### src/rtl/uart_rx_os.sv
// uart_rx_os: oversampling UART receiver with runtime frame format
// (5..8 data bits, none/even/odd parity, 1 or 2 stop bits) and a receive FIFO
// that carries per-frame parity/framing error flags.
// Optional break detection is compiled in with `define UART_RX_BREAK_DET_EN.
module uart_rx_os #(
  parameter int OS         = 16,
  parameter int FIFO_DEPTH = 8,
  parameter int DIV_W      = 32
) (
  input  logic                            clk,
  input  logic                            rstn_i,
  input  logic                            rx_enable_i,
  input  logic [DIV_W-1:0]                clk_div_i,
  input  logic [1:0]                      data_bits_i,
  input  logic                            parity_en_i,
  input  logic                            parity_odd_i,
  input  logic                            stop2_i,
  input  logic                            rx_i,
  output logic [7:0]                      rx_data_o,
  output logic                            rx_perr_o,
  output logic                            rx_ferr_o,
  output logic                            rx_valid_o,
  input  logic                            rx_ready_i,
  output logic [$clog2(FIFO_DEPTH):0]     fifo_level_o,
  output logic                            rx_overrun_o,
  output logic                            rx_busy_o,
  output logic                            rx_break_o
);

  localparam int OSW = $clog2(OS);
  localparam int AW  = $clog2(FIFO_DEPTH);
  localparam int LW  = AW + 1;
  localparam logic [OSW-1:0] C_HALF = OSW'(OS / 2 - 1);
  localparam logic [OSW-1:0] C_LAST = OSW'(OS - 1);

  typedef enum logic [2:0] {
    S_IDLE   = 3'd0,
    S_START  = 3'd1,
    S_DATA   = 3'd2,
    S_PARITY = 3'd3,
    S_STOP1  = 3'd4,
    S_STOP2  = 3'd5
`ifdef UART_RX_BREAK_DET_EN
    , S_BRK  = 3'd6
`endif
  } state_t;

  // Parity check: the received parity bit must equal data XOR plus the odd flag.
  function automatic logic f_parity_err(input logic sample, input logic xor_data, input logic odd);
    return sample != (xor_data ^ odd);
  endfunction

  logic             r_sync1, r_sync2, r_sync3;
  logic [DIV_W-1:0] r_div_cnt;
  state_t           r_state, w_state_nx;
  logic [OSW-1:0]   r_os_cnt, w_os_nx;
  logic [2:0]       r_bit_cnt, w_bit_nx;
  logic [7:0]       r_shift, w_shift_nx;
  logic             r_xor, w_xor_nx;
  logic             r_perr, w_perr_nx;
  logic             r_ferr, w_ferr_nx;
  logic [1:0]       r_cfg_bits, w_cfg_bits_nx;
  logic             r_cfg_pen, w_cfg_pen_nx;
  logic             r_cfg_odd, w_cfg_odd_nx;
  logic             r_cfg_stop2, w_cfg_stop2_nx;
  logic             r_push, w_push_nx;
  logic [9:0]       r_push_word;
  logic             w_div_clr, w_tick, w_fall;
`ifdef UART_RX_BREAK_DET_EN
  logic             r_par_bit, w_par_bit_nx;
  logic             r_brk, w_brk_nx;
`endif

  logic [9:0]       r_mem [FIFO_DEPTH];
  logic [AW-1:0]    r_wr_ptr, r_rd_ptr;
  logic [LW-1:0]    r_level;
  logic             r_ovr;
  logic             w_pop, w_full, w_wr;

  assign w_fall = r_sync3 & ~r_sync2;
  assign w_tick = rx_enable_i & (r_div_cnt == clk_div_i);

  // Two-flop synchroniser on rx_i plus a third copy for falling-edge detection.
  always_ff @(posedge clk or negedge rstn_i) begin
    if (!rstn_i) begin
      r_sync1 <= 1'b1;
      r_sync2 <= 1'b1;
      r_sync3 <= 1'b1;
    end else begin
      r_sync1 <= rx_i;
      r_sync2 <= r_sync1;
      r_sync3 <= r_sync2;
    end
  end

  // Sample-tick divider: realigned on start edges, parked at 0 while disabled.
  always_ff @(posedge clk or negedge rstn_i) begin
    if (!rstn_i) begin
      r_div_cnt <= '0;
    end else if (!rx_enable_i || w_div_clr || w_tick) begin
      r_div_cnt <= '0;
    end else begin
      r_div_cnt <= r_div_cnt + DIV_W'(1);
    end
  end

  // Next-state and datapath logic of the receive FSM.
  always_comb begin
    w_state_nx     = r_state;
    w_os_nx        = r_os_cnt;
    w_bit_nx       = r_bit_cnt;
    w_shift_nx     = r_shift;
    w_xor_nx       = r_xor;
    w_perr_nx      = r_perr;
    w_ferr_nx      = r_ferr;
    w_cfg_bits_nx  = r_cfg_bits;
    w_cfg_pen_nx   = r_cfg_pen;
    w_cfg_odd_nx   = r_cfg_odd;
    w_cfg_stop2_nx = r_cfg_stop2;
    w_push_nx      = 1'b0;
    w_div_clr      = 1'b0;
`ifdef UART_RX_BREAK_DET_EN
    w_par_bit_nx   = r_par_bit;
    w_brk_nx       = 1'b0;
`endif
    if (!rx_enable_i) begin
      w_state_nx = S_IDLE;
    end else begin
      case (r_state)
        S_IDLE: begin
          if (w_fall) begin
            w_cfg_bits_nx  = data_bits_i;
            w_cfg_pen_nx   = parity_en_i;
            w_cfg_odd_nx   = parity_odd_i;
            w_cfg_stop2_nx = stop2_i;
            w_os_nx        = '0;
            w_bit_nx       = 3'd0;
            w_shift_nx     = 8'd0;
            w_xor_nx       = 1'b0;
            w_perr_nx      = 1'b0;
            w_ferr_nx      = 1'b0;
`ifdef UART_RX_BREAK_DET_EN
            w_par_bit_nx   = 1'b0;
`endif
            w_div_clr      = 1'b1;
            w_state_nx     = S_START;
          end else begin
            w_state_nx = S_IDLE;
          end
        end
        S_START: begin
          if (w_tick && (r_os_cnt == C_HALF)) begin
            w_os_nx    = '0;
            w_state_nx = r_sync2 ? S_IDLE : S_DATA;
          end else if (w_tick) begin
            w_os_nx = r_os_cnt + OSW'(1);
          end else begin
            w_os_nx = r_os_cnt;
          end
        end
        S_DATA, S_PARITY, S_STOP1, S_STOP2: begin
          if (w_tick && (r_os_cnt == C_LAST)) begin
            w_os_nx = '0;
            if (r_state == S_DATA) begin
              w_shift_nx[r_bit_cnt] = r_sync2;
              w_xor_nx              = r_xor ^ r_sync2;
              if (r_bit_cnt == {1'b1, r_cfg_bits}) begin
                w_bit_nx   = 3'd0;
                w_state_nx = r_cfg_pen ? S_PARITY : S_STOP1;
              end else begin
                w_bit_nx = r_bit_cnt + 3'd1;
              end
            end else if (r_state == S_PARITY) begin
              w_perr_nx    = f_parity_err(r_sync2, r_xor, r_cfg_odd);
`ifdef UART_RX_BREAK_DET_EN
              w_par_bit_nx = r_sync2;
`endif
              w_state_nx   = S_STOP1;
            end else if (r_state == S_STOP1) begin
              w_ferr_nx = ~r_sync2;
`ifdef UART_RX_BREAK_DET_EN
              if ((r_shift == 8'd0) && !r_par_bit && !r_sync2) begin
                w_push_nx  = 1'b1;
                w_brk_nx   = 1'b1;
                w_state_nx = S_BRK;
              end else
`endif
              if (r_cfg_stop2) begin
                w_state_nx = S_STOP2;
              end else begin
                w_push_nx  = 1'b1;
                w_state_nx = S_IDLE;
              end
            end else begin
              w_ferr_nx  = r_ferr | ~r_sync2;
              w_push_nx  = 1'b1;
              w_state_nx = S_IDLE;
            end
          end else if (w_tick) begin
            w_os_nx = r_os_cnt + OSW'(1);
          end else begin
            w_os_nx = r_os_cnt;
          end
        end
`ifdef UART_RX_BREAK_DET_EN
        S_BRK: begin
          if (r_sync2) begin
            w_state_nx = S_IDLE;
          end else begin
            w_state_nx = S_BRK;
          end
        end
`endif
        default: w_state_nx = S_IDLE;
      endcase
    end
  end

  // FSM state and frame datapath registers; the push word is captured every cycle.
  always_ff @(posedge clk or negedge rstn_i) begin
    if (!rstn_i) begin
      r_state     <= S_IDLE;
      r_os_cnt    <= '0;
      r_bit_cnt   <= 3'd0;
      r_shift     <= 8'd0;
      r_xor       <= 1'b0;
      r_perr      <= 1'b0;
      r_ferr      <= 1'b0;
      r_cfg_bits  <= 2'd0;
      r_cfg_pen   <= 1'b0;
      r_cfg_odd   <= 1'b0;
      r_cfg_stop2 <= 1'b0;
      r_push      <= 1'b0;
      r_push_word <= 10'd0;
`ifdef UART_RX_BREAK_DET_EN
      r_par_bit   <= 1'b0;
      r_brk       <= 1'b0;
`endif
    end else begin
      r_state     <= w_state_nx;
      r_os_cnt    <= w_os_nx;
      r_bit_cnt   <= w_bit_nx;
      r_shift     <= w_shift_nx;
      r_xor       <= w_xor_nx;
      r_perr      <= w_perr_nx;
      r_ferr      <= w_ferr_nx;
      r_cfg_bits  <= w_cfg_bits_nx;
      r_cfg_pen   <= w_cfg_pen_nx;
      r_cfg_odd   <= w_cfg_odd_nx;
      r_cfg_stop2 <= w_cfg_stop2_nx;
      r_push      <= w_push_nx;
      r_push_word <= {w_ferr_nx, w_perr_nx, w_shift_nx};
`ifdef UART_RX_BREAK_DET_EN
      r_par_bit   <= w_par_bit_nx;
      r_brk       <= w_brk_nx;
`endif
    end
  end

  assign w_pop  = (r_level != LW'(0)) & rx_ready_i;
  assign w_full = (r_level == LW'(FIFO_DEPTH));
  assign w_wr   = r_push & (~w_full | w_pop);

  // Receive FIFO: a push while full is dropped unless a pop frees the slot.
  always_ff @(posedge clk or negedge rstn_i) begin
    if (!rstn_i) begin
      for (int i = 0; i < FIFO_DEPTH; i++) begin
        r_mem[i] <= 10'd0;
      end
      r_wr_ptr <= '0;
      r_rd_ptr <= '0;
      r_level  <= '0;
      r_ovr    <= 1'b0;
    end else begin
      if (w_wr) begin
        r_mem[r_wr_ptr] <= r_push_word;
        r_wr_ptr        <= r_wr_ptr + AW'(1);
      end
      if (w_pop) begin
        r_rd_ptr <= r_rd_ptr + AW'(1);
      end
      case ({w_wr, w_pop})
        2'b10:   r_level <= r_level + LW'(1);
        2'b01:   r_level <= r_level - LW'(1);
        default: r_level <= r_level;
      endcase
      r_ovr <= r_push & w_full & ~w_pop;
    end
  end

  assign rx_valid_o   = (r_level != LW'(0));
  assign rx_data_o    = rx_valid_o ? r_mem[r_rd_ptr][7:0] : 8'd0;
  assign rx_perr_o    = rx_valid_o & r_mem[r_rd_ptr][8];
  assign rx_ferr_o    = rx_valid_o & r_mem[r_rd_ptr][9];
  assign fifo_level_o = r_level;
  assign rx_overrun_o = r_ovr;
  assign rx_busy_o    = (r_state != S_IDLE);
`ifdef UART_RX_BREAK_DET_EN
  assign rx_break_o   = r_brk;
`else
  assign rx_break_o   = 1'b0;
`endif

endmodule

### config.mk
export PLATFORM = sky130hd
export DESIGN_NAME = uart_rx_os
export DESIGN_NICKNAME = d
export VERILOG_FILES = /design/src/rtl/uart_rx_os.sv
export SDC_FILE = /design/constraint.sdc
export NUM_CORES = 1
export LEC_CHECK = 0
export ABC_AREA = 1
export BUFFER_PORTS_ARGS = -buffer_cell sky130_fd_sc_hd__buf_4
export CORE_MARGIN = 1.5
export CORE_UTILIZATION = 44
export DETAILED_ROUTE_END_ITERATION = 10
export GPL_TIMING_DRIVEN = 0
export SLEW_MARGIN = 20
export SYNTH_ARGS = -nofsm -noshare
export SYNTH_HDL_FRONTEND = slang
export SYNTH_SLANG_ARGS = --single-unit
### constraint.sdc
create_clock -name clk -period 6.3 [get_ports clk]
set_clock_uncertainty 0.05 [all_clocks]
set_input_delay 1.26 -clock clk [delete_from_list [all_inputs] [get_ports clk]]
set_output_delay 1.26 -clock clk [all_outputs]
set_load 0.02 [all_outputs]
[Word level (Yosys, flattened, before mapping)]
Index checks and enable logic that the tools add are counted.
Widths: inputs -> output; s select.
Operators by class
  add/subtract/negate cells: 7
  multipliers: 0
  divide/modulo/power cells: 0
  $lt $le $gt $ge: 5
  eq/ne operators: 19
  shifts and indexed selects: 0
  mux-type cells: 66
  bitwise logic cells: 17
  reduce and logical (&&, ||, !) cells: 18
Operator list (count)
  $bwmux 80: 1
  $mux 8: 5
  $mux 3: 13
  $add 32x1->32 const B: 1
  $eq 32x32->1: 1
  $mux 32: 1
  $bmux 10 s3: 1
  $demux 10 s3: 1
  $mux 10: 3
  $mux 1: 26
  $mux 4: 4
  $pmux 8 s2: 1
  $pmux 4 s3: 1
  $add 3x1->3 const B: 3
  $pmux 3 s3: 1
  $reduce_and 3->1: 3
  $add 4x1->4 const B: 2
  $and 1x1->1: 8
  $bwmux 8: 1
  $eq 4x4->1 const B: 2
  $ge 4x4->1 const B: 2
  $not 3->4: 2
  $pmux 4 s2: 1
  $eq 3x2->1 const B: 2
  other kinds (30): 46
Word-level totals
  register bits after elaboration: 163
  bits in latches: 0
  RAM bits: 0
  ROM bits: 0
  input bits: 42
  output and inout port bits: 18
  word-level logic and storage cells: 161
  memories: 0

[Logic depth before layout (Yosys ltp)]
Gate-level depths: netlist of the first run.
  word-level depth: 9
  depth in mapped cells: 15
  depth with buffers taken out: 14

[Worst setup path before layout of the first run]
No wires, ideal clock.
  path type: register to output
  start: reg r_level[0], in the netlist fifo_level_o[0]
  end: out rx_data_o[0]
  arrival time: 1.563 ns
  required time: 4.990 ns
  setup slack: 3.427 ns
  stages on the path, launching flop included: 6
  path buffers: 1
  cell sequence: dfrtp_1 nor2_1 nand3_1 clkbuf_1 o21ai_0 a31oi_1
Between the ends
  cells in the longest elaborated chain, start to end: 2
Ends and longest elaborated chain
  start, declared: RTL line 76  | logic [LW-1:0] r_level;
  start signal, assigned: RTL line 283  | 2'b10: r_level <= r_level + LW'(1);
  start signal, assigned: RTL line 284  | 2'b01: r_level <= r_level - LW'(1);
  start signal, assigned: RTL line 285  | default: r_level <= r_level;
  $reduce_bool 4->1: RTL line 291  | assign rx_valid_o = (r_level != LW'(0));
  net rx_valid_o: RTL line 22  | output logic rx_valid_o,
  $mux 8: RTL line 292  | assign rx_data_o = rx_valid_o ? r_mem[r_rd_ptr][7:0] : 8'd0;
  end, declared: RTL line 19  | output logic [7:0] rx_data_o,
The timed path passes the listed nets, and every way through them passes these cells.

[Worst setup path after layout of the first run]
  start: reg r_rd_ptr[0]
  end: out rx_ferr_o
Between the ends
  cells in the longest elaborated chain, start to end: 5
Ends and longest elaborated chain
  start, declared: RTL line 75  | logic [AW-1:0] r_wr_ptr, r_rd_ptr;
  start signal, assigned: RTL line 280  | r_rd_ptr <= r_rd_ptr + AW'(1);
  $not 3->4 (implied by the code): RTL line 294  | assign rx_ferr_o = rx_valid_o & r_mem[r_rd_ptr][9];
  $bmux 10 s3: RTL line 294
  $mux 10 (implied by the code) (2 in a row): RTL line 294
  $and 1x1->1: RTL line 294
  end, declared: RTL line 21  | output logic rx_ferr_o,
No other way between the ends. The select of a mux whose other input is x is not followed.

==> impl_metrics.toml, run 1 <==
[clock_network]
cts.clk_slew.worst_paths_ns = 0.06
postCtsHoldBufs = 0
cts_tree = "built"
cts_made_buffers = 17
clockBufferDepth = 2
htree_levels = 4
cts-root-buf = "clkbuf_16"
cts_setup_buffers = 0
cts.repair.resized = 0
cts_sinks = 153
clkLatencyLatePin_ns = 0.43

[synth]
synth_seq_cells = 153
synth_edf_count = 0
ys_seq_area_share_pct = 44.2
synth_nets = 1258
synthTopCellsByArea = "dfrtp_1 (43%), nand2_1 (15%), o21ai_0 (9.1%), nor2_1 (7.1%), inv_1 (4.8%)"
syn_area_per_cell_um2 = 7.18
yosysTopAreaCell = "dfrtp_1"
async_flop_share_pct = 100
syn-cell-area_um2 = 8670
syn_inst = 1207
synthFlopType = "dfrtp_1"
synth_top_area_share_pct = 43.3
synth_warnings = 0
synthDistinctLibCells = 41

[placement]
post-dp-hpwl_um = 18100
io_buffers = 58
placed_area_um2 = 9470
routabilityCongestion = 0.930
dp.cells = 1531

[layout]
finalNetCount = 1336
stdcell_area_um2 = 10100
antenna_cells = 0
area_growth_pct = 16.1
final_common_cell = "nand2_1"
fin_cells = 1563
drive_gt1_share_pct = 11.7
final_cell_mix = "nand2_1 (353), nor2_1 (163), o21ai_0 (158)"
post-route-util_pct = 51.9

[grt]
gr-total-overflow = 0
track_usage_pct = 25.5
antenna_found_initial = 0
grt_pass1_vias = 7680
grt_start_max_net_pins = 93
grt_pass1_wl_um = 40000

[floorplanning]
die_h_um = 143
start_util_pct = 44.7
coreArea_um2 = 19400
io_pins = 60
rows = 51
die_area_um2 = 20600
die_width_um = 143

[detailed_routing]
vias_per_cell = 5.10
top_layer = "met4"
ant_nets = 0
vias = 7976
routed_wl_um = 24700
remaining_drc_errors = 0
wl_per_cell_um = 15.8
wl_met2_um = 11700
dr_wl_met3_um = 815
firstDrtPassIters = 5
drt-met1-wl_um = 11700
drt_iter0_drc = 635

[setup_path]
end_kind = "output pin"
critPathKind = "reg -> out"
path_max_fanout = 10
rr_endpoint = "r_div_cnt[25]"
reg2reg_from = "r_div_cnt[18]"
r2r_setup_slack_ns = 3.71
cp_data_required_time_ns = 4.99
rr_worst_depth = 12
start_kind = "flip-flop"
worstPathArrival_ns = 2.33

[timing]
tns_ns = 0
post-route-period-util_pct = 57.7
worst_pin_slew_ns = 0.723
slew_viol_final = 0
setup-violations-final = 0
fmax_mhz = 275
period_minus_slack_ns = 3.64
slew_headroom_pct = 51.8
rsz0062_at_grt = "false"
hold_viol = 0

[pwr]
power_frac_seq_pct = 35.2
pwr-share-clk_pct = 34.4
vdd_drop_max_mv = 0.165
p_comb_share_pct = 30.4
swShare_pct = 35.2
p_int_uw = 1960
p_per_area_nw_per_um2 = 300
p_switching_uw = 1060
leakage_uw = 0.00468

[flow_run]
cap_violations = 0

[status]
outcome = "completed"

[min_path]
hold_end = "r_sync2"
hold_class = "reg -> reg"
min_from = "r_sync1"
min_delay_path_depth = 0
[layer usage]
metal | global-route usage (%) | up-vias
met4 | 7.84 | 0
met2 | 42.3 | 179
met3 | 3.77 | 32
met5 | 0 | -
li1 | - | 4046
met1 | 34.3 | 3719
[state kept, by name (all words and copies together) (netlist names), 2 cells and up]
signal and cells:
r_rd_ptr 3, r_os_cnt 4, r_push_word 9, r_bit_cnt 3
r_div_cnt 32, r_wr_ptr 3, r_cfg_bits 2, r_state 3
fifo_level_o 4, r_mem 80
[power by group through the flow]
stage	clock network [uW]	registers [uW]	logic [uW]
global route	1100	1070	1030
detailed placement	0	1080	914
CTS	1060	1070	918
global placement	0	1080	911
floorplan	0	1080	571
finish	1040	1070	919
[final cells by class]
type / instances / area, um2
Sequential cell: 153 / 3830
Buffer: 44 / 205
Inverter: 130 / 493
Multi-Input combinational cell: 880 / 4140
Clock inverter: 12 / 138
Clock buffer: 20 / 457
Fill cell: 1954 / 9330
Tap cell: 265 / 332
Timing Repair Buffer: 59 / 470
[worst max-delay path, cell delays in order (launching register included)]
cell and delay, ns:
dfrtp_1 0.48, inv_1 0.16, clkbuf_1 0.40, nor2_1 0.08, o22ai_1 0.23, o21ai_0 0.14, a31oi_1 0.22, buf_4 0.18
[worst max path at each step]
| stage | start | slack (ns) | end | cells after the start |
|---|---|---|---|---|
| finish | r_rd_ptr[0] | 2.66 | rx_ferr_o | 7 |
| global route | r_rd_ptr[0] | 2.47 | rx_data_o[6] | 7 |
| CTS | r_rd_ptr[0] | 2.61 | rx_ferr_o | 7 |
| detailed placement | clk_div_i[18] | 2.85 | r_div_cnt[25] | 13 |
| global placement | clk_div_i[18] | 2.88 | r_div_cnt[19] | 13 |
| floorplan | fifo_level_o[0] | 3.43 | rx_data_o[0] | 5 |
[cell usage after synthesis, drive strengths merged, types with 9 or more instances]
| cell | instances |
|---|---|
| nand2 | 356 |
| nor2 | 168 |
| o21ai | 162 |
| dfrtp | 150 |
| inv | 128 |
| nand4 | 33 |
| nand3 | 32 |
| nor3 | 30 |
| xor2 | 27 |
| buf | 23 |
| clkbuf | 21 |
| a31oi | 10 |
| o211ai | 10 |
| o22ai | 10 |
| a21oi | 9 |
| nor4 | 9 |
[per-stage QoR]
step	worst slack [ns]	hold slack (ns)	power, uW
floorplan	3.43	0.295	1650
global placement	2.88	0.301	1990
detailed placement	2.85	0.302	2000
CTS	2.61	0.311	3040
global route	2.47	0.315	3190
finish	2.66	0.307	3020
[cells by family after synthesis]
group / share of synthesized area [%]
adders and majority gates: 1.39
and+or+nand+nor: 30.2
xor gates and xnor gates: 2.93
DFF: 44.2
other: 0.0432
buffers and inverters: 8.05
AOI/OAI and AO/OA: 12.7
muxes: 0.519
(Power assumes the default switching activity.)
==> run 2, diff against run 1 <==
--- a/config.mk
+++ b/config.mk
@@ -5,7 +5,7 @@
 export SDC_FILE = /design/constraint.sdc
 export NUM_CORES = 1
 export LEC_CHECK = 0
-export ABC_AREA = 1
+export ABC_AREA = 0
 export BUFFER_PORTS_ARGS = -buffer_cell sky130_fd_sc_hd__buf_4
 export CORE_MARGIN = 1.5
 export CORE_UTILIZATION = 44
==> constraint.sdc (replaced) <==
create_clock -name clk -period 3.7 [get_ports clk]
set_clock_uncertainty 0.05 [all_clocks]
set_input_delay 0.74 -clock clk [delete_from_list [all_inputs] [get_ports clk]]
set_output_delay 0.74 -clock clk [all_outputs]
set_load 0.02 [all_outputs]
==> run 2 against run 1 <==
Effect of this change:
- global-route usage down 6.6 points
- largest cell class is now sequential cells
- critical endpoint unchanged
- register-to-register slack worse by 2.7 ns
- synthesized cell count down 48%
- die area down 12%
- first-iteration DRC count down 64%
- sequential cell count unchanged
- area after synthesis down 12%
==> impl_metrics.toml, run 2 <==
[timing]
tns_ns = 0
worst_pin_slew_ns = 1.01
setup-violations-final = 0
hold_viol = 0
slew_headroom_pct = 32.2
period_minus_slack_ns = 3.44
slew_viol_final = 0
fmax_mhz = 290
rsz0062_at_grt = "false"
post-route-period-util_pct = 93.1

[detailed_routing]
routed_wl_um = 15600
ant_nets = 0
vias = 5028
firstDrtPassIters = 4
wl_per_cell_um = 16.6
vias_per_cell = 5.35
remaining_drc_errors = 0
drt_iter0_drc = 228

[grt]
antenna_found_initial = 0
gr-total-overflow = 0
grt_pass1_vias = 5172
grt_start_max_net_pins = 84
track_usage_pct = 18.8
grt_pass1_wl_um = 26500

[synth]
synth_edf_count = 0
synth_warnings = 0
synth_top_area_share_pct = 49.3
synth_seq_cells = 153
synth_nets = 680
syn_area_per_cell_um2 = 12.1
async_flop_share_pct = 100
synth.most_common_cell = "dfrtp_1"
syn-cell-area_um2 = 7610
ys_seq_area_share_pct = 50.3
yosysTopAreaCell = "dfrtp_1"
synthTopCellsByCount = "dfrtp_1 (150), mux2_2 (87), nor2_1 (55)"
synthDistinctLibCells = 55
synthFlopType = "dfrtp_1"
synthTopCellsByArea = "dfrtp_1 (49%), mux2_2 (13%), mux4_2 (5.9%), xor2_1 (5.4%), nor2_1 (2.7%)"
syn_inst = 629

[clock_network]
clockBufferDepth = 2
cts_setup_buffers = 0
cts_tree = "built"
cts_made_buffers = 17
clkLatencyLatePin_ns = 0.42
cts_sinks = 153
cts.clk_slew.worst_paths_ns = 0.07
cts.repair.resized = 0
cts-root-buf = "clkbuf_16"
htree_levels = 4
postCtsHoldBufs = 0

[layout]
antenna_cells = 0
post-route-util_pct = 53.7
stdcell_area_um2 = 9010
final_cell_mix = "dfrtp_1 (150), mux2_2 (87), buf_4 (58)"
finalNetCount = 758
regMostFlops = "r_mem"
drive_gt1_share_pct = 31.0
area_growth_pct = 18.3
largest_register_ffs = 80
largest_registers = "r_mem (80), r_div_cnt (32), r_push_word (9)"
final_common_cell = "dfrtp_1"

[setup_path]
start_kind = "flip-flop"
reg2reg_from = "r_div_cnt[16]"
end_kind = "output pin"
path_max_fanout = 10
rr_worst_depth = 10
cp_data_required_time_ns = 2.91
worstPathArrival_ns = 2.65
critPathKind = "reg -> out"
cp-startpoint = "r_rd_ptr[0]"

[pwr]
p_per_area_nw_per_um2 = 482
vdd_drop_max_mv = 0.346
leakage_uw = 0.00423

[placement]
io_buffers = 58
post-dp-hpwl_um = 10900
routabilityCongestion = 0.806
placed_area_um2 = 8360

[min_path]
hold_class = "in -> async"

[floorplanning]
start_util_pct = 45.4
die_area_um2 = 18100
die_width_um = 135
rows = 47
coreArea_um2 = 16800
die_h_um = 135
io_pins = 60

[status]
outcome = "completed"

[flow_run]
cap_violations = 0
-- run 2: cell families (layout without fill, tap and decap cells) --
kind of cell | after synthesis | count (layout) | share of synthesized area [%]
AO/OA/AOI/OAI | 68 | 68 | 5.92
XOR/XNOR | 68 | 68 | 7.82
adder cells (fa/ha/maj) | 9 | 9 | 1.58
buffers and inverters | 39 | 130 | 2.24
flip-flops | 153 | 153 | 50.3
multiplexers | 119 | 119 | 20.4
other | 1 | 1 | 0.0493
AND/OR/NAND/NOR | 172 | 172 | 11.7
-- run 2: cell type report --
class,instances,area [um2]
Inverter,11,41.3
Clock buffer,18,439
Fill cell,1435,7750
Sequential cell,153,3830
Multi-Input combinational cell,437,3610
Tap cell,220,275
Buffer,28,129
Timing Repair Buffer,59,470
Clock inverter,14,209
-- run 2: worst paths after layout --
check                                  endpoint  slack [ns]
worst max-delay path                  rx_ferr_o        0.26
worst min-delay path            fifo_level_o[0]        0.21
worst max register to register   r_push_word[0]        1.00
worst min register to register          r_sync2        0.31
max in group asynchronous               r_sync2        2.55
min in group clk                        r_sync2        0.31
-- run 2: layer usage --
metal / share of wire, % / track usage [%] / vias up
li1: - / - / 2416
met1: 47 / 24.9 / 2540
met2: 50 / 31.7 / 60
met3: 2.5 / 3.87 / 12
met4: 0.90 / 4.90 / 0
met5: 0 / 0 / -
-- run 2: where the power goes --
part	switching [uW]	total (uW)	internal [uW]
clock network	720	1890	1170
registers	64.5	1800	1730
logic	363	659	296
-- run 2: worst max-delay path: stages (launching register included) --
cell	delay (ns)
dfrtp_1	0.41
buf_1	0.71
mux4_2	0.60
mux2i_1	0.25
nor2_1	0.08
buf_4	0.18
-- run 2: through the flow --
step / worst slack [ns] / total power (uW) / hold slack [ns] / std cells
final: 0.256 / 4340 / 0.209 / 940
after global routing: 0.0646 / 4550 / 0.250 / 940
after CTS: 0.221 / 4400 / 0.236 / 940
after detailed placement: 0.593 / 2500 / 0.297 / 908
after global placement: 0.586 / 2480 / 0.296 / 907
after floorplan: 1.11 / 2260 / 0.295 / 629
